File: config.mk
export PLATFORM = sky130hd
export DESIGN_NAME = vga_stream_gen
export DESIGN_NICKNAME = d
export VERILOG_FILES = /design/src/rtl/vga_stream_pkg.sv /design/src/rtl/vga_axis_counter.sv /design/src/rtl/vga_stream_gen.sv
export SDC_FILE = /design/constraint.sdc
export NUM_CORES = 1
export LEC_CHECK = 0
export CAP_MARGIN = 20
export CORE_UTILIZATION = 59
export DETAILED_ROUTE_END_ITERATION = 12
export PLACE_DENSITY = 0.84
export SLEW_MARGIN = 20
export SYNTH_ARGS = -nofsm -noshare
export SYNTH_HDL_FRONTEND = slang
export SYNTH_SLANG_ARGS = --single-unit
File: constraint.sdc
create_clock -name px_clk -period 3.1 [get_ports px_clk]
set_input_delay 0.775 -clock px_clk [delete_from_list [all_inputs] [get_ports px_clk]]
set_output_delay 0.775 -clock px_clk [all_outputs]
set_load 0.01 [all_outputs]
File: src/rtl/vga_stream_pkg.sv
// Shared definitions for the VGA stream: field positions, widths and the
// default 800x600@72 timing used by the generator and every drawing stage.
package vga_stream_pkg;

  // Stream field positions
  localparam int ACTIVE_BIT = 0;
  localparam int VS_BIT     = 1;
  localparam int HS_BIT     = 2;
  localparam int YC_LSB     = 3;
  localparam int YC_MSB     = 12;
  localparam int XC_LSB     = 13;
  localparam int XC_MSB     = 22;
  localparam int R_BIT      = 23;
  localparam int G_BIT      = 24;
  localparam int B_BIT      = 25;

  // Stream widths
  localparam int VGA_W = 23;
  localparam int RGB_W = 26;

  // Counter width; totals above 2048 do not fit
  localparam int CNT_W   = 11;
  localparam int CNT_MAX = 2048;

  // Default 800x600@72 timing (50 MHz pixel clock)
  localparam int DEF_H_VISIBLE = 800;
  localparam int DEF_H_FRONT   = 56;
  localparam int DEF_H_SYNC    = 120;
  localparam int DEF_H_BACK    = 64;
  localparam int DEF_V_VISIBLE = 600;
  localparam int DEF_V_FRONT   = 37;
  localparam int DEF_V_SYNC    = 6;
  localparam int DEF_V_BACK    = 23;

  // Half-open window test lo <= v < hi on counter-width values
  function automatic logic in_window(input logic [CNT_W-1:0] v,
                                     input logic [CNT_W-1:0] lo,
                                     input logic [CNT_W-1:0] hi);
    return (v >= lo) && (v < hi);
  endfunction

endpackage

File: src/rtl/vga_axis_counter.sv
// Wrap counter 0..TOTAL-1 with a terminal-count flag, used for both the
// horizontal (pixel) and vertical (line) axes.
module vga_axis_counter #(
  parameter int TOTAL = 1040,
  parameter int W     = 11
) (
  input  logic         px_clk,
  input  logic         rst_n,
  input  logic         en,
  output logic [W-1:0] count,
  output logic         tc
);

  localparam logic [W-1:0] LAST = W'(TOTAL - 1);

  assign tc = (count == LAST);

  // Advance on enable, wrapping to zero after the last position
  always_ff @(posedge px_clk) begin
    if (!rst_n) begin
      count <= '0;
    end else if (en) begin
      count <= tc ? '0 : count + W'(1);
    end
  end

endmodule

File: src/rtl/vga_stream_gen.sv
// VGA timing generator: counts pixels/lines and packs Active, VS, HS, YC and
// XC into the registered 23-bit stream consumed by the drawing stages.
module vga_stream_gen
  import vga_stream_pkg::*;
#(
  parameter int   H_VISIBLE = DEF_H_VISIBLE,
  parameter int   H_FRONT   = DEF_H_FRONT,
  parameter int   H_SYNC    = DEF_H_SYNC,
  parameter int   H_BACK    = DEF_H_BACK,
  parameter int   V_VISIBLE = DEF_V_VISIBLE,
  parameter int   V_FRONT   = DEF_V_FRONT,
  parameter int   V_SYNC    = DEF_V_SYNC,
  parameter int   V_BACK    = DEF_V_BACK,
  parameter logic HS_POL    = 1'b1,
  parameter logic VS_POL    = 1'b1
) (
  input  logic              px_clk,
  input  logic              rst_n,
  input  logic              ce,
  output logic [VGA_W-1:0]  strVGA,
  output logic              line_start,
  output logic              frame_start
);

  localparam int H_TOTAL = H_VISIBLE + H_FRONT + H_SYNC + H_BACK;
  localparam int V_TOTAL = V_VISIBLE + V_FRONT + V_SYNC + V_BACK;

  if (H_TOTAL > CNT_MAX || V_TOTAL > CNT_MAX) begin : g_total_check
    $error("vga_stream_gen: H_TOTAL/V_TOTAL exceed the 11-bit counter range");
  end

  localparam logic [CNT_W-1:0] H_ACT_END  = CNT_W'(H_VISIBLE);
  localparam logic [CNT_W-1:0] H_SYNC_BEG = CNT_W'(H_VISIBLE + H_FRONT);
  localparam logic [CNT_W-1:0] H_SYNC_END = CNT_W'(H_VISIBLE + H_FRONT + H_SYNC);
  localparam logic [CNT_W-1:0] V_ACT_END  = CNT_W'(V_VISIBLE);
  localparam logic [CNT_W-1:0] V_SYNC_BEG = CNT_W'(V_VISIBLE + V_FRONT);
  localparam logic [CNT_W-1:0] V_SYNC_END = CNT_W'(V_VISIBLE + V_FRONT + V_SYNC);

  logic [CNT_W-1:0] hc;
  logic [CNT_W-1:0] vc;
  logic             h_tc;
  logic             v_tc;
  logic             v_en;

  assign v_en = ce && h_tc;

  vga_axis_counter #(.TOTAL(H_TOTAL), .W(CNT_W)) u_hcnt (
    .px_clk (px_clk),
    .rst_n  (rst_n),
    .en     (ce),
    .count  (hc),
    .tc     (h_tc)
  );

  vga_axis_counter #(.TOTAL(V_TOTAL), .W(CNT_W)) u_vcnt (
    .px_clk (px_clk),
    .rst_n  (rst_n),
    .en     (v_en),
    .count  (vc),
    .tc     (v_tc)
  );

  logic active_s;
  logic hs_s;
  logic vs_s;
  logic line_s;
  logic frame_s;

  // Decode visible area, sync pulses and start markers from the current counters
  always_comb begin
    active_s = (hc < H_ACT_END) && (vc < V_ACT_END);
    hs_s     = in_window(hc, H_SYNC_BEG, H_SYNC_END) ? HS_POL : ~HS_POL;
    vs_s     = in_window(vc, V_SYNC_BEG, V_SYNC_END) ? VS_POL : ~VS_POL;
    line_s   = (hc == CNT_W'(0));
    frame_s  = (hc == CNT_W'(0)) && (vc == CNT_W'(0));
  end

  // Register the stream and pulses; everything holds while ce is low
  always_ff @(posedge px_clk) begin
    if (!rst_n) begin
      strVGA      <= '0;
      line_start  <= 1'b0;
      frame_start <= 1'b0;
    end else if (ce) begin
      strVGA      <= {hc[9:0], vc[9:0], hs_s, vs_s, active_s};
      line_start  <= line_s;
      frame_start <= frame_s;
    end
  end

endmodule

==> results.yml <==
status:
  result_of_the_run: "complete, no violations"
power:
  static-leakage-power_uw: 0.000941
  power_per_cell_area_nw_per_um2: 397
  peak_supply_drop_mv: 0.303
timing:
  fin_crit_sh_pct: 74.1
  tns_ns: 0
  hold_violations: 0
  grt_setup_unrepaired: "false"
  finalCriticalPeriod_ns: 2.30
  setup-violations-final: 0
  worstMarginPinSlew_ns: 0.556
  timing.clock.skew_ns: 0.00690
  max_clock_freq_mhz: 435
  postLayoutSetupSlackWorst_ns: 0.803
  slew_headroom_pct: 62.8
  drv_slew: 0
synthesis:
  synth.most_common_cell: "sky130_fd_sc_hd__dfxtp_1"
  synthesis.area_per_instance_um2: 8.85
  postSynth.asyncResetShare_pct: 0
  netlist.area_leader.share_pct: 42.0
  edff_count_synth: 0
  netlist-cell-type-count: 46
  share_of_synthesized_area_spent_on_multiplexers_pct: 8.94
  synth.ff_latch_count: 47
  adder_cell_fraction_of_synth_area_pct: 2.79
  predominant_post_synthesis_flop_cell: "sky130_fd_sc_hd__dfxtp_1"
  synth_top_family_by_area: "simple AND/OR/NAND/NOR gates"
  ys_seq_area_share_pct: 42.0
  postSynthCellCount: 253
  synth_compound_gate_area_share_pct: 9.67
  post_synth_xor_area_fraction_pct: 3.52
  yosysWarningCount: 0
  yosys.area_share.simple_pct: 28.6
  synth_common_cells: "47 x sky130_fd_sc_hd__dfxtp_1, 34 x sky130_fd_sc_hd__nor2_1, 23 x sky130_fd_sc_hd__nand2_1"
  synth_area_leader_cell: "sky130_fd_sc_hd__dfxtp_1"
  postSynthNetCount: 261
  synth.area.top_cells: "sky130_fd_sc_hd__dfxtp_1 42%, sky130_fd_sc_hd__mux2i_1 8.9%, sky130_fd_sc_hd__nor2_1 5.7%, sky130_fd_sc_hd__nand2_1 3.9%, sky130_fd_sc_hd__a21oi_1 3.6%"
  syn_area_um2: 2240
global_routing:
  vias_in_the_first_global_route: 1797
  grt_usage_pct: 26.6
  grt-ovfl-total: 0
  grt_pass1_wl_mm: 8.42
  grt_antenna_before_repair: 0
  grt_max_degree: 26
cts:
  clock_tree.root_cell: "sky130_fd_sc_hd__clkbuf_8"
  clk_pin_slew_worst_paths_ns: 0.09
  post_cts_resized: 0
  htreeDepth: 2
  cts_inserted_buffers: 5
  post-cts-setup-buffer-count: 0
  clock_sink_count: 47
  cts_tree: "built"
  hold_buffers: 0
  clock_latency_ns: 0.30
  clock_path_buffers: 2
setup_path:
  worst_path_largest_cell_delay_ns: 0.60
  worst_setup_path_end_kind: "flop"
  cp_data_required_time_ns: 3.34
  critical_path.startpoint_type: "input pin"
  crit_path_max_fanout: 8
  worstRegToRegCells: 4
  worst_path_max_delay_cell: "sky130_fd_sc_hd__clkdlybuf4s50_1"
  timing.setup.critical_path_class: "in2reg"
  cell_by_cell_listing_of_the_critical_path: "clkdlybuf4s50_1 > and3_1 > nand3_2 > or4_1 > a21oi_1"
  crit_arrival_ns: 2.53
place:
  finalWeightedCongestion: 0.939
  place_hpwl_mm: 3.45
  portBuffers: 27
  placement.setup.worst_slack_ns: 0.563
  placement.cell_area_um2: 2510
layout:
  areaGrowthSynthToFinish_pct: 16.1
  finalNetCount: 283
  post-route-util_pct: 71.0
  drive_above_1_share_pct: 7.25
  num_antenna_cells: 0
  layout.cell_area.non_filler_um2: 2600
  fillers: 301
floorplan:
  fp.dieArea_um2: 4040
  floorplan.initialDensity_pct: 61.1
  row_count: 22
  coreArea_um2: 3660
  die_height_um: 63.6
  io-pin-count: 28
  die_w_um: 63.6
detailed_routing:
  drt_first_pass_iters: 5
  drcViolationCount: 0
  route.detailed.vias_per_inst: 5.93
  detail-route-antenna-nets: 0
  vias: 1921
  routedWlPerCell_um: 15.3
  routed_wl_mm: 4.95
  drt-initial-drc-count: 125
hold_path:
  timing.hold.worst.class: "reg2reg"
  timing.hold.worst_path_depth: 2
run:
  drv.max_cap_violation_count: 0
[through the flow]
| step | total power (µW) | hold slack, ns | cells |
|---|---|---|---|
| detailed placement | 684 | 0.438 | 316 |
| global route | 1070 | 0.494 | 324 |
| floorplan | 665 | 0.476 | 253 |
| global placement | 683 | 0.436 | 316 |
| CTS | 1040 | 0.460 | 324 |
| finish | 1030 | 0.457 | 324 |
[cell families (layout without fill, tap and decap cells)]
kind of cell    count (synthesis)  after routing
buf+inv                        21             44
compound gates                 36             36
mux                            20             20
xor+xnor                        9              9
simple gates                  115            115
fa+ha+maj                       5              5
flops                          47             47
[power breakdown]
part / leakage [µW] / internal (µW) / total, µW / switching (µW)
logic: 0.000520 / 24.7 / 56.5 / 31.8
clock network: 0.0000412 / 158 / 360 / 202
registers: 0.000380 / 609 / 614 / 5.11
[placed cells by master, fill, tap and decap left out, types with 2 or more instances in the layout]
master / netlist / layout
sky130_fd_sc_hd__dfxtp_1: 47 / 47
sky130_fd_sc_hd__nor2_1: 34 / 34
sky130_fd_sc_hd__clkdlybuf4s50_1: 0 / 27
sky130_fd_sc_hd__nand2_1: 23 / 23
sky130_fd_sc_hd__mux2i_1: 20 / 20
sky130_fd_sc_hd__a21oi_1: 16 / 16
sky130_fd_sc_hd__nand3_1: 11 / 11
sky130_fd_sc_hd__nand2b_1: 7 / 7
sky130_fd_sc_hd__nand4_1: 7 / 7
sky130_fd_sc_hd__xor2_1: 7 / 7
sky130_fd_sc_hd__inv_1: 6 / 6
sky130_fd_sc_hd__o21ai_0: 5 / 5
sky130_fd_sc_hd__ha_1: 5 / 5
sky130_fd_sc_hd__clkbuf_8: 0 / 5
sky130_fd_sc_hd__or3_1: 4 / 4
sky130_fd_sc_hd__o22ai_1: 4 / 4
sky130_fd_sc_hd__and3_1: 3 / 3
sky130_fd_sc_hd__and4_1: 3 / 3
sky130_fd_sc_hd__buf_4: 0 / 3
sky130_fd_sc_hd__and2_1: 2 / 2
sky130_fd_sc_hd__nor3_1: 2 / 2
sky130_fd_sc_hd__a31oi_1: 2 / 2
sky130_fd_sc_hd__nor4_1: 2 / 2
sky130_fd_sc_hd__nor4_4: 2 / 2
sky130_fd_sc_hd__or4_4: 2 / 2
sky130_fd_sc_hd__nand3b_1: 2 / 2
sky130_fd_sc_hd__o31ai_1: 2 / 2
sky130_fd_sc_hd__or4_1: 2 / 2
sky130_fd_sc_hd__xnor2_1: 2 / 2
[flip-flops by register name (all words and copies together) (netlist names)]
signal and count:
strVGA 23, u_hcnt.count 11, u_vcnt.count 11, frame_start 1
line_start 1
[final timing paths]
check	start	end	slack, ns
worst max-delay path	ce	u_vcnt.count[6]	0.80
worst min-delay path	strVGA[1]	strVGA[1]	0.46
worst max register to register	u_vcnt.count[9]	u_vcnt.count[10]	1.15
worst min register to register	strVGA[1]	strVGA[1]	0.46
[critical path, delay by kind of cell]
kind	cells	cell delay (ns)
AOI/OAI and AO/OA	1	0.16
buffers and inverters	1	0.60
and+or+nand+nor	3	0.99
[cell type report]
class / count / area (µm²) / share of cell area (%)
Clock buffer: 6 / 72.6 / 2.79
Clock inverter: 2 / 12.5 / 0.481
Inverter: 6 / 22.5 / 0.867
Multi-Input combinational cell: 185 / 1200 / 46.1
Sequential cell: 47 / 941 / 36.2
Tap cell: 48 / 60.1 / 2.31
Timing Repair Buffer: 30 / 293 / 11.3
[routing by layer]
layer / global-route usage, % / wire length [µm]
met4: 9.66 / 59
met2: 42.2 / 2280
met5: 0 / 0
met3: 4.89 / 376
met1: 35.7 / 2240
Note: power is estimated with default switching activity, not from simulation.
